--- src/rtl/mem_ctrl.sv ---
// Byte-serial RAM controller shared by an instruction-fetch port and a load/store port.
// Build option `MEM_FIRST_EN: simultaneous requests always go to the load/store port.
module mem_ctrl (
    input  logic        clk,
    input  logic        rst,
    input  logic        if_req,
    input  logic [31:0] if_addr,
    output logic [31:0] if_data,
    output logic        if_done,
    input  logic        mem_req,
    input  logic        mem_we,
    input  logic [1:0]  mem_size,
    input  logic [31:0] mem_addr,
    input  logic [31:0] mem_wdata,
    output logic [31:0] mem_rdata,
    output logic        mem_done,
    input  logic [7:0]  ram_din,
    output logic [7:0]  ram_dout,
    output logic [31:0] ram_a,
    output logic        ram_wr,
    output logic [1:0]  halt_type
);

    typedef enum logic [1:0] {
        IDLE  = 2'b00,
        READ  = 2'b01,
        WRITE = 2'b10,
        DONE  = 2'b11
    } state_e;

    state_e      state_q;
    logic [2:0]  cnt_q;
    logic [2:0]  len_q;
    logic        owner_q;      // 1 = load/store port owns the transfer
    logic [31:0] addr_q;
    logic [31:0] wdata_q;
    logic [31:0] buf_q;

    logic [31:0] ram_a_q;
    logic [7:0]  ram_dout_q;
    logic        ram_wr_q;
    logic [31:0] if_data_q;
    logic [31:0] mem_rdata_q;
    logic        if_done_q;
    logic        mem_done_q;

    logic        grant_if;
    logic        grant_mem;
    logic [2:0]  cnt_d;
    logic [31:0] beat_addr;
    logic [1:0]  cap_idx;

    function automatic logic [2:0] len_of(input logic [1:0] size);
        case (size)
            2'b00:   len_of = 3'd1;
            2'b01:   len_of = 3'd2;
            default: len_of = 3'd4;
        endcase
    endfunction

    function automatic logic [7:0] byte_sel(input logic [31:0] word, input logic [1:0] idx);
        byte_sel = word[{idx, 3'b000} +: 8];
    endfunction

`ifdef MEM_FIRST_EN
    always_comb begin
        grant_if  = 1'b0;
        grant_mem = 1'b0;
        if (mem_req) begin
            grant_mem = 1'b1;
        end else if (if_req) begin
            grant_if = 1'b1;
        end
    end
`else
    logic last_mem_q;      // 1 when the load/store port was served most recently

    always_comb begin
        grant_if  = 1'b0;
        grant_mem = 1'b0;
        if (if_req && mem_req) begin
            if (last_mem_q) begin
                grant_if = 1'b1;
            end else begin
                grant_mem = 1'b1;
            end
        end else if (if_req) begin
            grant_if = 1'b1;
        end else if (mem_req) begin
            grant_mem = 1'b1;
        end
    end

    always_ff @(posedge clk) begin
        if (rst) begin
            last_mem_q <= 1'b1;
        end else if (state_q == IDLE && (grant_if || grant_mem)) begin
            last_mem_q <= grant_mem;
        end
    end
`endif

    assign cnt_d     = cnt_q + 3'd1;
    assign beat_addr = addr_q + {29'd0, cnt_d};
    // cnt_q runs 1..4 while bytes arrive; the low bits minus one give the byte lane
    assign cap_idx   = cnt_q[1:0] - 2'd1;

    always_ff @(posedge clk) begin
        if (rst) begin
            state_q     <= IDLE;
            cnt_q       <= 3'd0;
            len_q       <= 3'd0;
            owner_q     <= 1'b0;
            addr_q      <= 32'd0;
            wdata_q     <= 32'd0;
            buf_q       <= 32'd0;
            ram_a_q     <= 32'd0;
            ram_dout_q  <= 8'd0;
            ram_wr_q    <= 1'b0;
            if_data_q   <= 32'd0;
            mem_rdata_q <= 32'd0;
            if_done_q   <= 1'b0;
            mem_done_q  <= 1'b0;
        end else begin
            case (state_q)
                IDLE: begin
                    ram_a_q    <= 32'd0;
                    ram_dout_q <= 8'd0;
                    ram_wr_q   <= 1'b0;
                    if (grant_if || grant_mem) begin
                        owner_q <= grant_mem;
                        cnt_q   <= 3'd0;
                        buf_q   <= 32'd0;
                        wdata_q <= mem_wdata;
                        addr_q  <= grant_mem ? mem_addr : if_addr;
                        len_q   <= grant_mem ? len_of(mem_size) : 3'd4;
                        ram_a_q <= grant_mem ? mem_addr : if_addr;
                        if (grant_mem && mem_we) begin
                            state_q    <= WRITE;
                            ram_wr_q   <= 1'b1;
                            ram_dout_q <= mem_wdata[7:0];
                        end else begin
                            state_q <= READ;
                        end
                    end
                end
                READ: begin
                    cnt_q      <= cnt_d;
                    ram_wr_q   <= 1'b0;
                    ram_dout_q <= 8'd0;
                    ram_a_q    <= (cnt_d < len_q) ? beat_addr : 32'd0;
                    // RAM answers one cycle after the address, so byte k lands a cycle later
                    if (cnt_q != 3'd0 && cnt_q <= len_q) begin
                        buf_q[{cap_idx, 3'b000} +: 8] <= ram_din;
                    end
                    if (cnt_q == len_q + 3'd1) begin
                        state_q <= DONE;
                        if (owner_q) begin
                            mem_rdata_q <= buf_q;
                            mem_done_q  <= 1'b1;
                        end else begin
                            if_data_q <= buf_q;
                            if_done_q <= 1'b1;
                        end
                    end
                end
                WRITE: begin
                    cnt_q <= cnt_d;
                    if (cnt_d < len_q) begin
                        ram_a_q    <= beat_addr;
                        ram_wr_q   <= 1'b1;
                        ram_dout_q <= byte_sel(wdata_q, cnt_d[1:0]);
                    end else begin
                        ram_a_q    <= 32'd0;
                        ram_wr_q   <= 1'b0;
                        ram_dout_q <= 8'd0;
                    end
                    if (cnt_q == len_q) begin
                        state_q    <= DONE;
                        mem_done_q <= 1'b1;
                    end
                end
                DONE: begin
                    // mandatory idle cycle: requests are not sampled on the way out of DONE
                    if_done_q  <= 1'b0;
                    mem_done_q <= 1'b0;
                    ram_a_q    <= 32'd0;
                    ram_dout_q <= 8'd0;
                    ram_wr_q   <= 1'b0;
                    state_q    <= IDLE;
                end
                default: begin
                    state_q <= IDLE;
                end
            endcase
        end
    end

    assign if_data   = if_data_q;
    assign if_done   = if_done_q;
    assign mem_rdata = mem_rdata_q;
    assign mem_done  = mem_done_q;
    assign ram_a     = ram_a_q;
    assign ram_dout  = ram_dout_q;
    assign ram_wr    = ram_wr_q;

    assign halt_type = (mem_req && !mem_done_q) ? 2'b11 :
                       (if_req && !if_done_q)   ? 2'b01 : 2'b00;

endmodule
--- config.mk ---
export PLATFORM = sky130hd
export DESIGN_NAME = mem_ctrl
export DESIGN_NICKNAME = d
export VERILOG_FILES = /design/src/rtl/mem_ctrl.sv
export SDC_FILE = /design/constraint.sdc
export NUM_CORES = 1
export LEC_CHECK = 0
export CAP_MARGIN = 40
export CORE_ASPECT_RATIO = 1.25
export CORE_MARGIN = 5
export CORE_UTILIZATION = 45
export CTS_CLUSTER_SIZE = 16
export DETAILED_ROUTE_END_ITERATION = 10
export GPL_ROUTABILITY_DRIVEN = 0
export MAX_ROUTING_LAYER = met4
export PLACE_DENSITY = 0.83
export REMOVE_ABC_BUFFERS = 1
export SYNTH_ARGS = -nofsm -noshare
export SYNTH_HDL_FRONTEND = slang
export SYNTH_SLANG_ARGS = --single-unit
--- constraint.sdc ---
create_clock -name clk -period 3.06 [get_ports clk]
set_clock_uncertainty 0.1 [all_clocks]
set_input_delay 0.612 -clock clk [delete_from_list [all_inputs] [get_ports clk]]
set_output_delay 0.612 -clock clk [all_outputs]
set_load 0.005 [all_outputs]
==> flow_summary.ini, run 1 <==
[cells_and_area]
drive_above_1_share_pct = 7.26
area_growth_pct = 36.2
fill_cell_total_of_the_finished_layout = 1646
layout.nets = 1318
antennaDiodeCount = 0

[clock_tree]
cts_buffer_depth = 3
clk_root_buffer_cell = sky130_fd_sc_hd__clkbuf_16
insertion_delay_ns = 0.49
cts_repair_resize_count = 0
cts_tree = done
postCtsSetupBuffers = 0
cts_inserted_buffers = 21
path_clk_slew_ns = 0.06
cts_sinks = 213
cts_hold_repair.buffers = 0
h-tree-depth = 1

[yosys]
synthesis.instances = 986
synth_top_flop_cell = sky130_fd_sc_hd__dfxtp_1
synth_seq_cells = 213
postSynthAreaPerCell_um2 = 8.98
synth.area.top_cells = sky130_fd_sc_hd__dfxtp_1, sky130_fd_sc_hd__nand2_1, sky130_fd_sc_hd__a21oi_1, sky130_fd_sc_hd__mux2i_1, sky130_fd_sc_hd__a211oi_1
synthMostInstantiatedCell = sky130_fd_sc_hd__dfxtp_1
synth.top_cells.by_count = sky130_fd_sc_hd__dfxtp_1, sky130_fd_sc_hd__nand2_1, sky130_fd_sc_hd__a21oi_1, sky130_fd_sc_hd__nor2_1, sky130_fd_sc_hd__clkbuf_1
synth.cell_area_um2 = 8860
synth_seq_area_share_pct = 48.1
yosys_warnings = 0
share_of_the_synthesized_area_in_the_top_cell_type_pct = 48.1
synth-edff-count = 0
post_synth_num_cell_types = 53
synth_async_sr_flop_share_pct = 0
synthDominantAreaCellType = sky130_fd_sc_hd__dfxtp_1

[setup_path]
crit_path_buf_inv_count = 2
setup.worst_path.class = in -> out
critical-path-max-stage-delay_ns = 0.75
cp-start-kind = primary input
timing.critical_path.fanout_max = 8
worst-endpoint-arrival_ns = 2.03
critical_path.endpoint_type = output pin
ff2ff_setup_slack_ns = 0.38
worstPathCellList = clkdlybuf4s50_1, a21o_1, clkdlybuf4s50_1
required_ns = 2.35
critPathTopFamily = buffers and inverters
worst_path_most_repeated_cell = sky130_fd_sc_hd__clkdlybuf4s50_1
crit_path_top_delay_cell = sky130_fd_sc_hd__clkdlybuf4s50_1

[route]
route.met2.wl_mm = 11.9
vias_per_cell = 5.35
drt-pass1-iter-count = 7
wirelength_mm = 24.4
post-route-drc-count = 0
detailroute.via_count = 7832
met1Wirelength_mm = 9.60
post_detailed_route_count_of_antenna_violating_nets = 0
top_layer_used = met4
initial_detailed_routing_violation_count = 493
routed-wl-met3_mm = 2.35
wl_per_cell_um = 16.7

[sta]
maxSlewHeadroom_pct = 54.1
timing_max_transition_violations_final = 0
timing_hold_violations_final = 0
totalNegativeSetupSlack_ns = 0
unrepaired_setup_endpoints_after_global_routing = no
setup_slack_ns = 0.316
period_share_pct = 89.7
min_period_ns = 2.74
report.final.setup_viol = 0
fmaxAchievable_mhz = 364
worstMarginPinSlew_ns = 0.689

[global_route]
grt_pass1_vias = 7706
grt_pass1_wl_mm = 38.8
grt.total_usage_pct = 21.5
antenna_violations_before_repair = 0
grt_max_degree = 66
overflow = 0

[die]
die-width_um = 135
core_um2 = 19400
floorplan.io_pins = 220
floorplan.rows = 57
fp.dieH_um = 167
floorplan.initialDensity_pct = 45.7
dieArea_um2 = 22600

[power_and_ir_drop]
vdd_ir_drop_max_uv = 428
swShare_pct = 31.3
p_clk_share_pct = 30.3
leakage_nw = 4.26
internal_power_w = 0.00596
seq_power_share_pct = 40.6
comb_power_share_pct = 29.1
switchingPower_w = 0.00271
report.power.total_w = 0.00867
power.density_cell_area_nw_per_um2 = 719

[worst_hold_path]
worst_hold_path_type = reg -> reg

[placement]
place.port_buffers = 219
dpl_worst_slack_ns = 0.161
dp.final_hpwl_mm = 17.7

[outcome]
status = completed

[flow_run]
max_cap_viol_count = 0
-- power by group through the flow --
stage               combinational, W  sequential, W  clock [W]
floorplan                    0.00155        0.00352          0
global placement             0.00246        0.00355          0
detailed placement           0.00252        0.00356          0
CTS                          0.00254        0.00351    0.00268
global route                 0.00278        0.00357    0.00281
finish                       0.00252        0.00352    0.00263
-- layout by cell type (no fill, tap or decap), types with 3 or more instances in the layout --
cell type,count
sky130_fd_sc_hd__a211oi_1,39
sky130_fd_sc_hd__a21oi_1,105
sky130_fd_sc_hd__a22o_1,8
sky130_fd_sc_hd__a22oi_1,10
sky130_fd_sc_hd__a32o_1,24
sky130_fd_sc_hd__and3_1,3
sky130_fd_sc_hd__and4_1,6
sky130_fd_sc_hd__buf_12,3
sky130_fd_sc_hd__buf_4,28
sky130_fd_sc_hd__bufinv_16,3
sky130_fd_sc_hd__clkbuf_16,21
sky130_fd_sc_hd__clkbuf_8,4
sky130_fd_sc_hd__clkdlybuf4s50_1,218
sky130_fd_sc_hd__clkinv_2,4
sky130_fd_sc_hd__dfxtp_1,213
sky130_fd_sc_hd__ha_1,20
sky130_fd_sc_hd__inv_1,25
sky130_fd_sc_hd__mux2i_1,32
sky130_fd_sc_hd__mux4_2,8
sky130_fd_sc_hd__nand2_1,208
sky130_fd_sc_hd__nand3_1,10
sky130_fd_sc_hd__nand4_1,5
sky130_fd_sc_hd__nor2_1,65
sky130_fd_sc_hd__nor2b_1,5
sky130_fd_sc_hd__nor3_1,13
sky130_fd_sc_hd__nor4_1,8
sky130_fd_sc_hd__nor4_4,3
sky130_fd_sc_hd__o21ai_0,7
sky130_fd_sc_hd__o22a_1,4
sky130_fd_sc_hd__o22ai_1,31
sky130_fd_sc_hd__or2_2,3
sky130_fd_sc_hd__xnor2_1,27
sky130_fd_sc_hd__xor2_1,3
-- per-stage QoR --
stage | utilization [%] | cells | hold slack, ns | area [um2]
6_report | 62.2 | 1463 | 0.352 | 12100
3_5_place_dp | 58.5 | 1428 | 0.346 | 11400
4_1_cts | 62.2 | 1463 | 0.355 | 12100
3_3_place_gp | 58.5 | 1428 | 0.339 | 11400
2_1_floorplan | - | 914 | 0.327 | 8550
5_1_grt | 62.2 | 1463 | 0.374 | 12100
-- tightest hold or removal path: cells and delay by family (launching register included) --
family          cells  cell delay (ns)
compound gates      1             0.05
flops               1             0.31
simple gates        1             0.05
-- final timing paths --
path / cells past startpoint / start / endpoint
worst max-delay path: 3 / if_req / halt_type[0]
worst min-delay path: 2 / wdata_q[20]$_SDFFE_PP0P_ / wdata_q[20]$_SDFFE_PP0P_
worst max register to register: 12 / cnt_q[0]$_SDFFE_PP0P_ / ram_a[14]$_SDFF_PP0_
worst min register to register: 2 / wdata_q[20]$_SDFFE_PP0P_ / wdata_q[20]$_SDFFE_PP0P_
-- per-layer routing --
layer	global-route usage, %	vias to the layer above
met5	-	-
met4	5.74	0
met3	5.67	39
met2	36.6	327
met1	25.0	3604
li1	-	3862
-- flip-flops by register name (all words and copies together), names as in the netlist --
| register | count |
|---|---|
| addr_q | 32 |
| buf_q | 32 |
| if_data | 32 |
| mem_rdata | 32 |
| ram_a | 32 |
| wdata_q | 32 |
| ram_dout | 8 |
| cnt_q | 3 |
| len_q | 3 |
| state_q | 2 |
| if_done | 1 |
| last_mem_q | 1 |
| mem_done | 1 |
| owner_q | 1 |
| ram_wr | 1 |
-- logic make-up after synthesis --
logic type	Yosys count	synth area share, %
buffers and inverters	97	4.51
and+or+nand+nor	338	16.9
AOI/OAI and AO/OA	246	18.6
muxes	40	5.65
DFF	213	48.1
adders and majority gates	21	3.05
xor gates and xnor gates	31	3.24
-- layout make-up --
| cell class | instances | area, um2 | area share [%] |
|---|---|---|---|
| flip-flops and latches | 213 | 4260 | 35.3 |
| clock buffers | 27 | 588 | 4.88 |
| inverters | 25 | 93.8 | 0.778 |
| clock inverters | 8 | 118 | 0.975 |
| repair buffers | 249 | 2450 | 20.3 |
| multi-input cells | 676 | 4220 | 34.9 |
| well taps | 265 | 332 | 2.75 |
No activity file was read; power rests on OpenSTA's default activity.
==> run 2, diff against run 1 <==
--- a/config.mk
+++ b/config.mk
@@ -18,3 +18,4 @@
 export SYNTH_ARGS = -nofsm -noshare
 export SYNTH_HDL_FRONTEND = slang
 export SYNTH_SLANG_ARGS = --single-unit
+export TNS_END_PERCENT = 20
==> results of run 2 <==
No change in the layout: final DEF, timing and power equal those of run 1.
==> run 3, diff against run 2 <==
--- a/config.mk
+++ b/config.mk
@@ -5,7 +5,7 @@
 export SDC_FILE = /design/constraint.sdc
 export NUM_CORES = 1
 export LEC_CHECK = 0
-export CAP_MARGIN = 40
+export CAP_MARGIN = 20
 export CORE_ASPECT_RATIO = 1.25
 export CORE_MARGIN = 5
 export CORE_UTILIZATION = 45
@@ -15,6 +15,7 @@
 export MAX_ROUTING_LAYER = met4
 export PLACE_DENSITY = 0.83
 export REMOVE_ABC_BUFFERS = 1
+export SLEW_MARGIN = 20
 export SYNTH_ARGS = -nofsm -noshare
 export SYNTH_HDL_FRONTEND = slang
 export SYNTH_SLANG_ARGS = --single-unit
==> results of run 3 <==
No change in the layout: final DEF, timing and power equal those of run 1.
